File: src/rtl/bridge_arbiter.sv
// Round-robin arbiter sharing one downstream bridge port among NUM_REQ requesters.
// One transaction in flight at a time; responses return only to the granted requester.
module bridge_arbiter #(
    parameter int NUM_REQ    = 2,
    parameter int RD_LATENCY = 3,
    parameter int WR_HOLD    = 1
) (
    input  logic                   clk,
    input  logic                   reset_n,
    input  logic [NUM_REQ-1:0]     req_valid,
    input  logic [NUM_REQ-1:0]     req_wr,
    input  logic [NUM_REQ*32-1:0]  req_addr,
    input  logic [NUM_REQ*32-1:0]  req_wr_data,
    output logic [NUM_REQ-1:0]     req_ready,
    output logic [NUM_REQ-1:0]     rsp_valid,
    output logic [31:0]            rsp_rd_data,
    output logic [31:0]            bridge_addr,
    output logic [31:0]            bridge_wr_data,
    output logic                   bridge_wr,
    output logic                   bridge_rd,
    input  logic [31:0]            bridge_rd_data
);

    generate
        if (NUM_REQ < 1) begin : g_bad_num_req
            $error("bridge_arbiter: NUM_REQ must be >= 1");
        end
        if (RD_LATENCY < 1) begin : g_bad_rd_latency
            $error("bridge_arbiter: RD_LATENCY must be >= 1");
        end
        if (WR_HOLD < 0) begin : g_bad_wr_hold
            $error("bridge_arbiter: WR_HOLD must be >= 0");
        end
    endgenerate

    localparam int unsigned NR   = NUM_REQ;
    localparam int          GW   = (NUM_REQ > 1) ? $clog2(NUM_REQ) : 1;
    localparam int          MAXC = (RD_LATENCY > WR_HOLD) ? RD_LATENCY : WR_HOLD;
    localparam int          CW   = $clog2(MAXC + 1);
    localparam logic [GW-1:0] LAST_INIT = GW'(NUM_REQ - 1);

    typedef enum logic [1:0] {IDLE, ISSUE, WAIT, DONE} state_t;

    state_t          state, state_nx;
    logic [GW-1:0]   pick, grant_q, last_grant;
    logic            pick_found, accept, wr_q;
    logic [CW-1:0]   cnt;

    // Search starts just past the last winner, so a requester that was just
    // served sits behind every other pending requester.
    always_comb begin : p_pick
        int unsigned j;
        logic [GW-1:0] jj;
        pick       = '0;
        pick_found = 1'b0;
        j          = 0;
        jj         = '0;
        for (int unsigned i = 0; i < NR; i++) begin
            j = 32'(last_grant) + 32'd1 + i;
            if (j >= NR) j = j - NR;
            jj = GW'(j);
            if (!pick_found && req_valid[jj]) begin
                pick       = jj;
                pick_found = 1'b1;
            end
        end
    end

    always_ff @(posedge clk or negedge reset_n) begin
        if (!reset_n) state <= IDLE;
        else          state <= state_nx;
    end

    always_comb begin
        state_nx  = state;
        req_ready = '0;
        rsp_valid = '0;
        bridge_rd = 1'b0;
        bridge_wr = 1'b0;
        accept    = 1'b0;
        case (state)
            IDLE: begin
                // Gated by reset_n so no accept pulse leaks out while held in reset.
                if (pick_found && reset_n) begin
                    accept          = 1'b1;
                    req_ready[pick] = 1'b1;
                    state_nx        = ISSUE;
                end
            end
            ISSUE: begin
                bridge_wr = wr_q;
                bridge_rd = !wr_q;
                state_nx  = (wr_q && (WR_HOLD == 0)) ? DONE : WAIT;
            end
            WAIT: begin
                if (cnt == CW'(1)) state_nx = DONE;
            end
            DONE: begin
                rsp_valid[grant_q] = 1'b1;
                state_nx           = IDLE;
            end
            default: state_nx = IDLE;
        endcase
    end

    always_ff @(posedge clk or negedge reset_n) begin
        if (!reset_n) begin
            grant_q        <= '0;
            last_grant     <= LAST_INIT;
            wr_q           <= 1'b0;
            cnt            <= '0;
            bridge_addr    <= '0;
            bridge_wr_data <= '0;
            rsp_rd_data    <= '0;
        end else begin
            case (state)
                IDLE: begin
                    if (accept) begin
                        grant_q        <= pick;
                        wr_q           <= req_wr[pick];
                        bridge_addr    <= req_addr[32*pick +: 32];
                        bridge_wr_data <= req_wr_data[32*pick +: 32];
                    end
                end
                ISSUE: cnt <= wr_q ? CW'(WR_HOLD) : CW'(RD_LATENCY);
                WAIT: begin
                    cnt <= cnt - 1'b1;
                    if (!wr_q && (cnt == CW'(1))) rsp_rd_data <= bridge_rd_data;
                end
                DONE: last_grant <= grant_q;
                default: ;
            endcase
        end
    end

endmodule

File: config.mk
export PLATFORM = sky130hd
export DESIGN_NAME = bridge_arbiter
export DESIGN_NICKNAME = d
export VERILOG_FILES = /design/src/rtl/bridge_arbiter.sv
export SDC_FILE = /design/constraint.sdc
export NUM_CORES = 1
export LEC_CHECK = 0
export CORE_MARGIN = 10
export CORE_UTILIZATION = 37
export DETAILED_ROUTE_END_ITERATION = 8
export GPL_TIMING_DRIVEN = 0
export PLACE_DENSITY = 0.8
export RECOVER_POWER = 50
export SYNTH_ARGS = -nofsm -noshare
export SYNTH_HDL_FRONTEND = slang
export SYNTH_SLANG_ARGS = --single-unit
File: constraint.sdc
create_clock -name clk -period 2.1 [get_ports clk]
set_input_delay 0.42 -clock clk [delete_from_list [all_inputs] [get_ports clk]]
set_output_delay 0.42 -clock clk [all_outputs]
set_load 0.01 [all_outputs]
==> impl.org, run 1 <==
** CTS
- Source-to-sink clock delay at the later pin of the worst-skew pair :: between 300 and 400 ps
- Counting the buffers created by CTS gives 9.
- Clock sink count :: 103
- The H-tree generated during clock tree synthesis spans 3 levels.
- Clock tree buffer depth :: 2
- The tree is rooted in a sky130_fd_sc_hd__clkbuf_16.
- Clock transition at the register clock pins on the worst setup and hold paths after CTS :: 70 ps
- TritonCTS built the clock tree.

** Drt
- WL/cell :: approximately 21 µm
- After detailed routing, the number of vias per cell comes to ~5.
- Starting DRT DRC Count :: ~190
- Summing over every cut layer, the via total after detailed routing is about 3,800.
- After detailed routing, the total wire length is roughly 16,000 µm.
- After detailed routing, the number of remaining DRC violations is 0.
- Antenna Nets Post-Route :: 0
- The first detailed-routing pass took 4 iterations.

** Setup path
- Kind of start point of the critical path :: flop
- CP max stage cell :: sky130_fd_sc_hd__dfrtp_1
- At the worst endpoint, the required time is 1680 ps.
- The signal on the critical path passes through inv_2, ha_4, nand3_1, a21oi_2, buf_6, buf_2.
- Arr. time, crit path :: about 1600 ps
- FF-to-FF path depth :: 9
- Stage delay of the slowest cell on the critical path :: 420 ps
- Worst-path maximum fanout :: 10
- Element type at the critical path end :: output port
- The startpoint identified for the worst register-to-register timing path is state[1].
- The worst register-to-register path ends at bridge_wr_data[20].
- Worst reg-to-reg setup slack :: roughly 180 ps
- The critical path ends at req_ready[0].
- Worst Path Class, Setup :: flop to output port
- In this run the worst setup path begins at state[1].

** STA
- Maximum clock frequency :: roughly 500 MHz
- The max-slew violation count is 0.
- Dividing the final minimum period by the clock period gives 0.941.
- The hold violation total from the final report is 0.
- Headroom to the max-slew limit came out at 0.128.
- Hold is met by about 12 ps.
- At the pin with the least slew margin, the transition time is 1310 ps.
- Final Critical Period :: around 2000 ps
- The clock arrives with between 8 and 9 ps of skew.
- Setup repair after global routing left no endpoint under its margin.
- Setup total negative slack :: 0 ps
- Finish-stage setup viols :: 0

** Synthesis
- A synthesized cell averages approximately 14 µm².
- Post-Synthesis Cell Area :: 4400 µm²
- Synth Net Count :: 493
- Synth warn :: 0
- Cells after synthesis :: roughly 320
- Portion of the post-synthesis area used by sequential elements :: 0.587
- Synthesized flop and latch total :: between 100 and 150
- The number of different library cells used by synthesis comes to 23.

** Global routing
- Entering global routing, the biggest net connects 56 pins.
- Vias in the first global route :: approximately 4,300
- First-pass GRT wire length :: roughly 24,000 µm
- Overall Global Routing Usage :: 0.186
- Initial antenna violation count :: 0
- GRT overflow :: 0

** Place
- Total placed cells including tap cells :: between 700 and 800
- Gpl congestion :: around 0.82
- After legalization and detailed placement, the total HPWL measured between 10,000 and 15,000 µm.
- In this run the tool buffered the top-level ports with between 200 and 300 buffer cells.

** Layout
- The area growth from synthesis to layout is 73.2%.
- Of the cells placed in the final design, the portion with a size suffix greater than 1 is 0.139.
- Antenna diodes :: 0
- Measured on the finished design, the core utilization comes to 0.661.
- Final instance count without filler cells :: between 700 and 800
- For this run, the post-layout net count is about 780.

** Floorplan
- Measured along the y axis, the die boundary spans around 130 µm.
- Number of top-level design ports :: between 200 and 300
- The total area inside the core boundary comes to ~12,000 µm².
- Placement Rows :: 39
- Starting utilization of the core area :: 0.382
- Full die area :: roughly 17,000 µm²
- Overall die width :: roughly 130 µm

** Flow run
- The tool flagged a number of max-cap violations equal to 0.

** Hold path
- Worst min-delay path class :: input pin to asynchronous set/reset pin

** Run status
- The flow ran to the end, and the final reports show no timing, DRC or antenna violations.

** Pwr
- VDD IR max :: between 0.0005 and 0.0006 V
- Power density over cell area :: 1300 nW/µm²
- Summed over all cells, the static leakage comes to between 3 and 4 nW.
-- layer usage --
| metal | GRT usage | vias to the layer above | share of wire | wire [µm] |
|---|---|---|---|---|
| met5 | 0 | - | 0 | 0 |
| met4 | 0.0475 | 0 | 0.011 | 179 |
| met3 | 0.0620 | 13 | 0.083 | 1320 |
| met2 | 0.336 | 167 | 0.52 | 8350 |
| met1 | 0.207 | 1880 | 0.38 | 6140 |
| li1 | - | 1770 | - | - |
-- layout by cell type (no fill, tap or decap), drive strengths merged, types with 3 or more instances in the layout --
cell type | synthesis | layout
clkdlybuf4s50 | 0 | 217
dfrtp | 102 | 102
and2 | 67 | 67
a221o | 65 | 65
dlygate4sd3 | 0 | 43
mux2 | 33 | 33
buf | 21 | 30
clkbuf | 3 | 16
a21oi | 6 | 6
ha | 5 | 5
inv | 5 | 5
nand3 | 3 | 3
nor2b | 3 | 3
-- area by class of cell --
class | instances | area (µm²)
Sequential cell | 103 | 2580
Clock buffer | 11 | 233
Timing Repair Buffer | 275 | 2720
Fill cell | 885 | 3900
Tap cell | 143 | 179
Clock inverter | 5 | 58.8
Multi-Input combinational cell | 190 | 1640
Inverter | 5 | 18.8
Buffer | 24 | 183
-- synth_stat cells --
| cell type | n | area share |
|---|---|---|
| sky130_fd_sc_hd__o211ai_2 | 1 | 0.0028 |
| sky130_fd_sc_hd__nand3_1 | 3 | 0.0034 |
| sky130_fd_sc_hd__buf_4 | 9 | 0.015 |
| sky130_fd_sc_hd__clkbuf_1 | 3 | 0.0026 |
| sky130_fd_sc_hd__a221o_1 | 65 | 0.15 |
| sky130_fd_sc_hd__buf_6 | 5 | 0.013 |
| sky130_fd_sc_hd__ha_1 | 5 | 0.014 |
| sky130_fd_sc_hd__and2_1 | 6 | 0.0085 |
| sky130_fd_sc_hd__a21oi_1 | 5 | 0.0057 |
| sky130_fd_sc_hd__nor2b_1 | 3 | 0.0043 |
| sky130_fd_sc_hd__dfrtp_1 | 102 | 0.58 |
| sky130_fd_sc_hd__dfstp_2 | 1 | 0.0060 |
| sky130_fd_sc_hd__nand3b_1 | 1 | 0.0017 |
| sky130_fd_sc_hd__o21a_1 | 1 | 0.0017 |
| sky130_fd_sc_hd__mux2_2 | 33 | 0.085 |
| sky130_fd_sc_hd__nor2_1 | 2 | 0.0017 |
| sky130_fd_sc_hd__and2_0 | 61 | 0.087 |
| sky130_fd_sc_hd__buf_2 | 7 | 0.0080 |
| sky130_fd_sc_hd__o21ai_0 | 1 | 0.0011 |
| sky130_fd_sc_hd__inv_1 | 5 | 0.0043 |
| sky130_fd_sc_hd__o21bai_1 | 1 | 0.0017 |
| sky130_fd_sc_hd__a21oi_2 | 1 | 0.0020 |
| sky130_fd_sc_hd__o22a_1 | 1 | 0.0020 |
-- sequential cells by signal, indices dropped and copies added (netlist names) --
register / count
bridge_addr: 32
bridge_wr_data: 32
rsp_rd_data: 32
cnt: 2
state: 2
grant_q: 1
last_grant: 1
wr_q: 1
-- report_power, final --
| group | leakage [nW] | internal, mW | total, mW | switching (mW) |
|---|---|---|---|---|
| Sequential | 1.25 | 2.94 | 3.42 | 0.478 |
| Clock | 0.136 | 0.926 | 1.66 | 0.729 |
| Combinational | 1.86 | 2.89 | 4.82 | 1.93 |
| Total | 3.25 | 6.76 | 9.90 | 3.14 |
-- worst min-delay path by stage --
stage	cells past startpoint	start	slack, ps	endpoint
floorplan	0	reset_n	120	bridge_addr[0]
global placement	1	rsp_rd_data[24]	490	rsp_rd_data[24]
detailed placement	1	rsp_rd_data[29]	490	rsp_rd_data[29]
CTS	1	reset_n	40	bridge_addr[14]
global route	1	reset_n	50	bridge_addr[10]
finish	1	reset_n	10	bridge_addr[10]
-- logic make-up after synthesis --
logic type,count (synthesis),share of synthesized area
and+or+nand+nor,76,0.106
adders and majority gates,5,0.0142
AOI/OAI and AO/OA,76,0.165
buffers and inverters,29,0.0430
DFF,103,0.587
muxes,33,0.0845
-- repair_timing --
action,CTS,global route
hold buffers,0,0
gates cloned,0,0
endpoints found under the hold margin,0,0
endpoints found under the setup margin,4,4
resized for setup,20,2
buffers inserted,2,5
-- worst max-delay path, delay by kind of cell (launching register included) --
family / cells / cell delay, ps
flops: 1 / 420
simple gates: 1 / 90
compound gates: 1 / 170
fa+ha+maj: 1 / 150
buf+inv: 3 / 390
-- metrics by stage --
stage                     instance area [µm²]  setup WS (ps)  total power [mW]
after floorplan                          4400            514              5.62
after global placement                   7250          -4190              8.26
after detailed placement                 7270           -569              8.42
after CTS                                7600         -0.959              10.2
after global routing                     7610           21.2              10.5
final                                    7610            124              9.90
Note: power is estimated with default switching activity, not from simulation.
==> run 2: changes to the inputs <==
Settings changed: CORE_ASPECT_RATIO set to 1.25, GPL_TIMING_DRIVEN 0 to unset.
==> impl.org, run 2 (synthesis gave the netlist of run 1 again) <==
** Drt
- In the routed design, unresolved DRC markers number 0.
- The count of nets left with antenna violations once routing finished came out at 0.
- The final layout contains routed wiring with a total length of between 15,000 and 20,000 µm.
- In this run, the number of DRC markers left after iteration 0 of detailed routing was about 230.
- Dividing the detail-routed wire length by the instance count gives between 20 and 25 µm.
- Before antenna repair, the detailed router went through 4 iterations.
- Vias per inst :: just over 5
- Total number of vias :: around 3,900

** Setup path
- FF-to-FF path depth :: 6
- STA classifies the critical path startpoint as a flop.
- Startpoint of the most critical setup path :: state[0]
- Worst flop-to-flop path endpoint :: bridge_wr_data[3]
- Worst-path maximum fanout :: 5
- The worst setup path is of the flop to output port kind.
- Data on the critical path arrives at its endpoint at 1590 ps.
- The worst setup path is captured at an output port.
- In this run the critical register-to-register path is launched from state[0].
- Worst reg-to-reg setup slack :: 120 ps
- STA puts the critical path data required time at 1680 ps.
- In this run the worst setup path terminates at req_ready[0].

** Global routing
- First-pass GRT wire length :: between 20,000 and 25,000 µm
- Across every metal layer, demand over resource in global routing totals 0.188.
- Entering global routing, the biggest net connects 67 pins.
- GRT overflow :: 0
- The via count of the first global-routing pass came to between 4,000 and 5,000.
- The number of antenna violations at the first check in global routing came to 0.

** STA
- On the final layout, the worst hold slack is around 85 ps.
- Setup total negative slack :: 0 ps
- Slew headroom :: 0.384
- In the post-route analysis, the smallest setup slack over all paths is just over 90 ps.
- Number of hold-slack violations in the final timing report :: 0
- For the pin with the worst max-slew slack, the measured transition is ~920 ps.
- Post-route clock skew :: ~11 ps
- Fin. max-slew vios :: 0
- Setup repair after global routing could not meet its margin everywhere.
- Finish-stage setup viols :: 0
- For this run, the top clock speed supported by timing is around 500 MHz.
- Final Critical Period :: ~2000 ps
- Final Cycle Share :: 0.956

** CTS
- Number of buffers created by CTS :: 9
- Clock transition at the register clock pins on the worst setup and hold paths after CTS :: about 70 ps
- The clock tree synthesis step divided the H-tree into 3 levels.
- TritonCTS clock tree :: yes
- Hold buffer count at cts :: 0
- The clock reaches the later pin of the worst-skew pair after 340 ps.
- Post-CTS timing repair inserted 0 buffers for setup.
- In this run the clock root is driven by a sky130_fd_sc_hd__clkbuf_16.
- Counting along the longest clock path gives a buffer depth of 2.
- Once the clock tree was built, the resizer swapped 8 gates to a different size.
- Clock sink count :: about 100

** Flow run
- Max Cap Violations :: 0

** Place
- Dpl ws :: -60.1 ps
- Cell area after placement :: roughly 7200 µm²
- Total placed cells including tap cells :: approximately 740
- The count of buffers added on input and output ports is roughly 270.
- Detailed placement ended at an HPWL of between 10,000 and 15,000 µm.
- Gpl congestion :: just under 0.8

** Layout
- Layout cell share with drive strength beyond 1 :: 0.111
- Synth-to-layout area growth :: 71.2%
- Finished Core Util :: 0.648
- The sequential cells in the finished layout cover a total of ~2600 µm².
- Largest regs :: bridge_addr x32, bridge_wr_data x32, rsp_rd_data x32
- The net count of the finished layout is ~760.
- For this run, the number of standard cells in the final layout without fillers is ~750.
- Post-route cell area :: around 7500 µm²
- The multi-input combinational cells in the finished layout cover a total of 1670 µm².
- Filler cell count in the final layout :: 897
- The repair_antennas step left the layout with diodes totalling 0.
- Highest-count cells in the layout ignoring fill and taps :: sky130_fd_sc_hd__clkdlybuf4s50_1 (248), sky130_fd_sc_hd__dfrtp_1 (102), sky130_fd_sc_hd__a221o_1 (65)
- Most common cell after layout, fill and taps aside :: sky130_fd_sc_hd__clkdlybuf4s50_1

** Floorplan
- The region available for standard cell placement spans roughly 12,000 µm².
- The initialized floorplan defines 44 standard-cell rows.
- For this configuration, the core starts out at a cell density of 0.378.
- Number of top-level design ports :: ~270
- The die is about 140 µm tall.
- Overall die width :: ~120 µm
- The die covers roughly 17,000 µm².

** Pwr
- Power density over cell area :: 1330 nW/µm²
- VDD IR max :: between 0.0006 and 0.0007 V
- Internal cell power :: between 6 and 7 mW
- Of the total power, the share spent switching nets is 0.319.
- Power comes to ~10 mW.
- Of the total power, registers draw 0.346.
- Leakage :: between 3 and 4 nW
- Clock network fraction of design power :: 0.169
- In this run the power spent charging and discharging nets is about 3.2 mW.
- The share of total power dissipated in combinational logic is 0.486.

** Run status
- Outcome :: complete, no violations

** Hold path
- The tightest min-delay check is of the input pin to asynchronous set/reset pin type.
## run 2: changes by cell type in the layout (fill, tap and decap cells not counted), sizes merged
cell | previous run | this run
buf | 30 | 9
clkbuf | 16 | 13
inv | 5 | 7
clkinv | 2 | 3
dlymetal6s2s | 2 | 0
dlygate4sd2 | 2 | 4
dlygate4sd3 | 43 | 12
clkdlybuf4s50 | 217 | 248
clkdlybuf4s15 | 0 | 2
clkinvlp | 2 | 1
## run 2: layer usage
metal / GRT usage / up-vias / part of all wire
met5: 0 / - / 0
li1: - / 1730 / -
met4: 0.0737 / 0 / 0.026
met2: 0.335 / 188 / 0.53
met1: 0.206 / 1915 / 0.38
met3: 0.0548 / 30 / 0.069
## run 2: how the worst min path moves through the flow
stage,start,end,slack (ps),cells after the start
2_1_floorplan,reset_n,bridge_addr[0],120,0
3_3_place_gp,reset_n,bridge_addr[5],450,2
3_5_place_dp,reset_n,bridge_addr[9],460,2
4_1_cts,reset_n,bridge_addr[7],80,2
5_1_grt,reset_n,bridge_addr[7],110,2
6_report,reset_n,bridge_addr[7],80,2
## run 2: power by group through the flow
stage          clock network [mW]  registers (mW)  logic, mW
2_1_floorplan                   0            3.83       1.79
4_1_cts                      1.72            3.46       5.01
6_report                     1.68            3.45       4.85
5_1_grt                      1.80            3.56       5.20
3_3_place_gp                    0            3.42       4.82
3_5_place_dp                    0            3.47       4.95
## run 2: critical path, stage by stage, from the launching register on
cell and delay [ps]:
sky130_fd_sc_hd__dfrtp_1 380, sky130_fd_sc_hd__inv_1 130, sky130_fd_sc_hd__ha_4 200, sky130_fd_sc_hd__nand3_1 120, sky130_fd_sc_hd__a21oi_4 150, sky130_fd_sc_hd__clkdlybuf4s15_1 270
## run 2: final cells by class
class                           count  share of cell area
Inverter                            5             0.00249
Multi-Input combinational cell    190               0.222
Clock buffer                        9              0.0299
Sequential cell                   103               0.343
Timing Repair Buffer              279               0.367
Clock inverter                      7             0.00931
Tap cell                          161              0.0268
==> run 3: changes to the inputs <==
Clock period 2.1 ns to 2.2 ns, I/O delays scaled along.
==> impl.org, run 3 (synthesis gave the netlist of run 1 again) <==
** Drt
- The first TritonRoute pass finished after 4 iterations.
- DRC Markers :: 0
- Antenna Nets Post-Route :: 0
- Wirelength, routed :: 16,200 µm
- After detailed routing, the average wire length per cell comes to ~21 µm.
- Summing over every cut layer, the via total after detailed routing is approximately 3,800.
- The detailed router finished its first iteration with ~210 violations.
- Vias per inst :: 5.07

** Floorplan
- After floorplanning, the core was sized to cover 11,600 µm².
- Starting utilization of the core area :: 0.378
- Overall die width :: around 120 µm
- Height of the die :: between 100 and 150 µm
- After floorplanning, the core was divided into 44 placement rows.
- Pin placement for this block handled between 200 and 300 I/O pins.
- The die covers around 17,000 µm².

** Run status
- The final reports fail on max-capacitance violations, max-slew violations.
- The run finished, with violations left.

** STA
- For the finished layout, the period the worst path requires is just over 2000 ps.
- Post-route clock skew :: 11.1 ps
- Fin. max-slew vios :: 65
- Number of hold-slack violations in the final timing report :: 0
- Slew headroom :: -0.0783
- Setup slack closes at 127 ps.
- Derived from the worst setup path, the maximum achievable clock frequency is 482 MHz.
- Final Cycle Share :: 0.942
- For the pin with the worst max-slew slack, the measured transition is between 1500 and 2000 ps.
- Setup repair after global routing left no endpoint under its margin.
- Setup violations remaining at the end of the flow were counted as 0.
- In the final timing run, aggregate negative setup slack is 0 ps.

** Flow run
- Max Cap Violations :: 1

** Layout
- From synthesis to final layout, the design area changed by 71.2%.
- Highest-count cells in the layout ignoring fill and taps :: sky130_fd_sc_hd__clkdlybuf4s50_1 (214), sky130_fd_sc_hd__dfrtp_1 (102), sky130_fd_sc_hd__a221o_1 (65)
- In the final layout, the registers with the most flip-flops are bridge_addr x32, bridge_wr_data x32, rsp_rd_data x32.
- Nets@finish :: 757
- Most common cell after layout, fill and taps aside :: sky130_fd_sc_hd__clkdlybuf4s50_1
- Layout cell share with drive strength beyond 1 :: 0.108

** CTS
- Post-CTS Repair Setup Buffers :: 0
- Number of buffers created by CTS :: 9
- Hold buffer count at cts :: 0
- The clock net in this run drives a total of 103 sinks.
- TritonCTS clock tree :: yes
- Clock transition at the register clock pins on the worst setup and hold paths after CTS :: around 70 ps
- The clock passes through at most 2 buffers.
- Source-to-sink clock delay at the later pin of the worst-skew pair :: 340 ps
- Clk Tree Root Cell :: sky130_fd_sc_hd__clkbuf_16
- H-tree depth :: 3

** Global routing
- Entering global routing, the biggest net connects 67 pins.
- The via count of the first global-routing pass came to between 4,000 and 5,000.
- For this run, the total global-route usage over all layers was measured as 0.188.
- GRT overflow :: 0
- The number of antenna violations at the first check in global routing was 1.
- First-pass GRT wire length :: between 20,000 and 25,000 µm

** Place
- Dpl ws :: around 11 ps
- Summed over all nets, the half-perimeter wirelength after detailed placement is between 10,000 and 15,000 µm.
- Buffers placed on the I/O ports in this run total between 200 and 300.
- The congestion estimate from routability-driven global placement came to between 0.7 and 0.8.

** Pwr
- Leakage :: between 3 and 4 nW
- Power density over cell area :: roughly 1300 nW/µm²
- Of the total power, combinational logic draws 0.478.
- Register share of total power :: 0.350
- VDD IR max :: just under 0.0007 V
- Sw frac :: 0.322
- Internal cell power :: between 6 and 7 mW
- Switch Pwr :: between 3 and 4 mW
- The share of total power dissipated in the clock network is 0.172.

** Setup path
- The worst setup path is of the flop to output port kind.
- Element type at the critical path end :: output port
- Required time at the worst-slack endpoint :: 1760 ps
- The worst setup path is launched from a flop.
- Arr. time, crit path :: around 1600 ps
- Of all nets on the critical path, the largest fanout is 5.

** Hold path
- In this run the worst hold path is classified as input pin to asynchronous set/reset pin.
[run 3: cell types whose count changed in the layout (fill, tap and decap cells not counted)]
cell and delta:
sky130_fd_sc_hd__inv_6 +1, sky130_fd_sc_hd__clkbuf_4 -2, sky130_fd_sc_hd__dlygate4sd2_1 -1, sky130_fd_sc_hd__clkinv_4 +1
sky130_fd_sc_hd__clkdlybuf4s50_1 -34, sky130_fd_sc_hd__dlymetal6s2s_1 +2, sky130_fd_sc_hd__clkdlybuf4s15_1 -1, sky130_fd_sc_hd__clkbuf_1 -1
sky130_fd_sc_hd__clkinv_2 -2, sky130_fd_sc_hd__clkbuf_2 +1, sky130_fd_sc_hd__mux2_2 -1, sky130_fd_sc_hd__mux2_1 +1
sky130_fd_sc_hd__dlygate4sd3_1 +34, sky130_fd_sc_hd__diode_2 +1
[run 3: worst max-delay path, cell delays in order (launching register included)]
cell	delay, ps
sky130_fd_sc_hd__dfrtp_1	420
sky130_fd_sc_hd__inv_1	140
sky130_fd_sc_hd__ha_4	200
sky130_fd_sc_hd__nand3_1	120
sky130_fd_sc_hd__a21oi_4	130
sky130_fd_sc_hd__dlygate4sd2_1	290
[run 3: per-stage QoR]
step | std cells | utilization | hold slack (ps) | power [mW] | instance area, µm²
6_report | 753 | 0.648 | 417 | 9.41 | 7530
5_1_grt | 753 | 0.648 | 492 | 9.98 | 7530
4_1_cts | 752 | 0.648 | 240 | 9.70 | 7520
3_5_place_dp | 736 | 0.621 | 492 | 7.99 | 7210
3_3_place_gp | 736 | 0.621 | 486 | 7.84 | 7210
2_1_floorplan | 322 | - | 144 | 5.36 | 4400
[run 3: final cells by class]
| type | instances | area (µm²) |
|---|---|---|
| Fill cell | 901 | 4090 |
| Clock inverter | 7 | 77.6 |
| Sequential cell | 103 | 2580 |
| Tap cell | 161 | 201 |
| Antenna cell | 1 | 2.50 |
| Inverter | 5 | 18.8 |
| Clock buffer | 9 | 225 |
| Multi-Input combinational cell | 190 | 1670 |
| Timing Repair Buffer | 277 | 2750 |
[run 3: metal layers]
| layer | up-vias | track usage | wire [µm] |
|---|---|---|---|
| met3 | 25 | 0.0659 | 1310 |
| met5 | - | 0 | 0 |
| met2 | 168 | 0.329 | 8370 |
| met4 | 0 | 0.0717 | 395 |
| met1 | 1897 | 0.205 | 6100 |
| li1 | 1724 | - | - |
[run 3: power by group through the flow]
stage | clock (mW) | combinational [mW] | sequential, mW
floorplan | 0 | 1.71 | 3.65
global placement | 0 | 4.56 | 3.27
detailed placement | 0 | 4.67 | 3.32
CTS | 1.66 | 4.72 | 3.32
global route | 1.73 | 4.84 | 3.41
finish | 1.62 | 4.49 | 3.30
[run 3: path summary, 6_finish.rpt]
check                                     to  cells past startpoint  slack, ps            from
max                             req_ready[0]                      5        130        state[1]
max reg2reg                bridge_wr_data[0]                      6        180        state[1]
min in group clk              rsp_rd_data[4]                      1        500  rsp_rd_data[4]
min reg2reg                   rsp_rd_data[4]                      1        500  rsp_rd_data[4]
max in group asynchronous     bridge_addr[0]                      2        560         reset_n
min                                   cnt[1]                      2        420         reset_n
[run 3: what timing repair did]
action                     4_1_cts  5_1_grt
gates cloned                     0        0
setup endpoints to repair        3        3
gates resized for setup          6        3
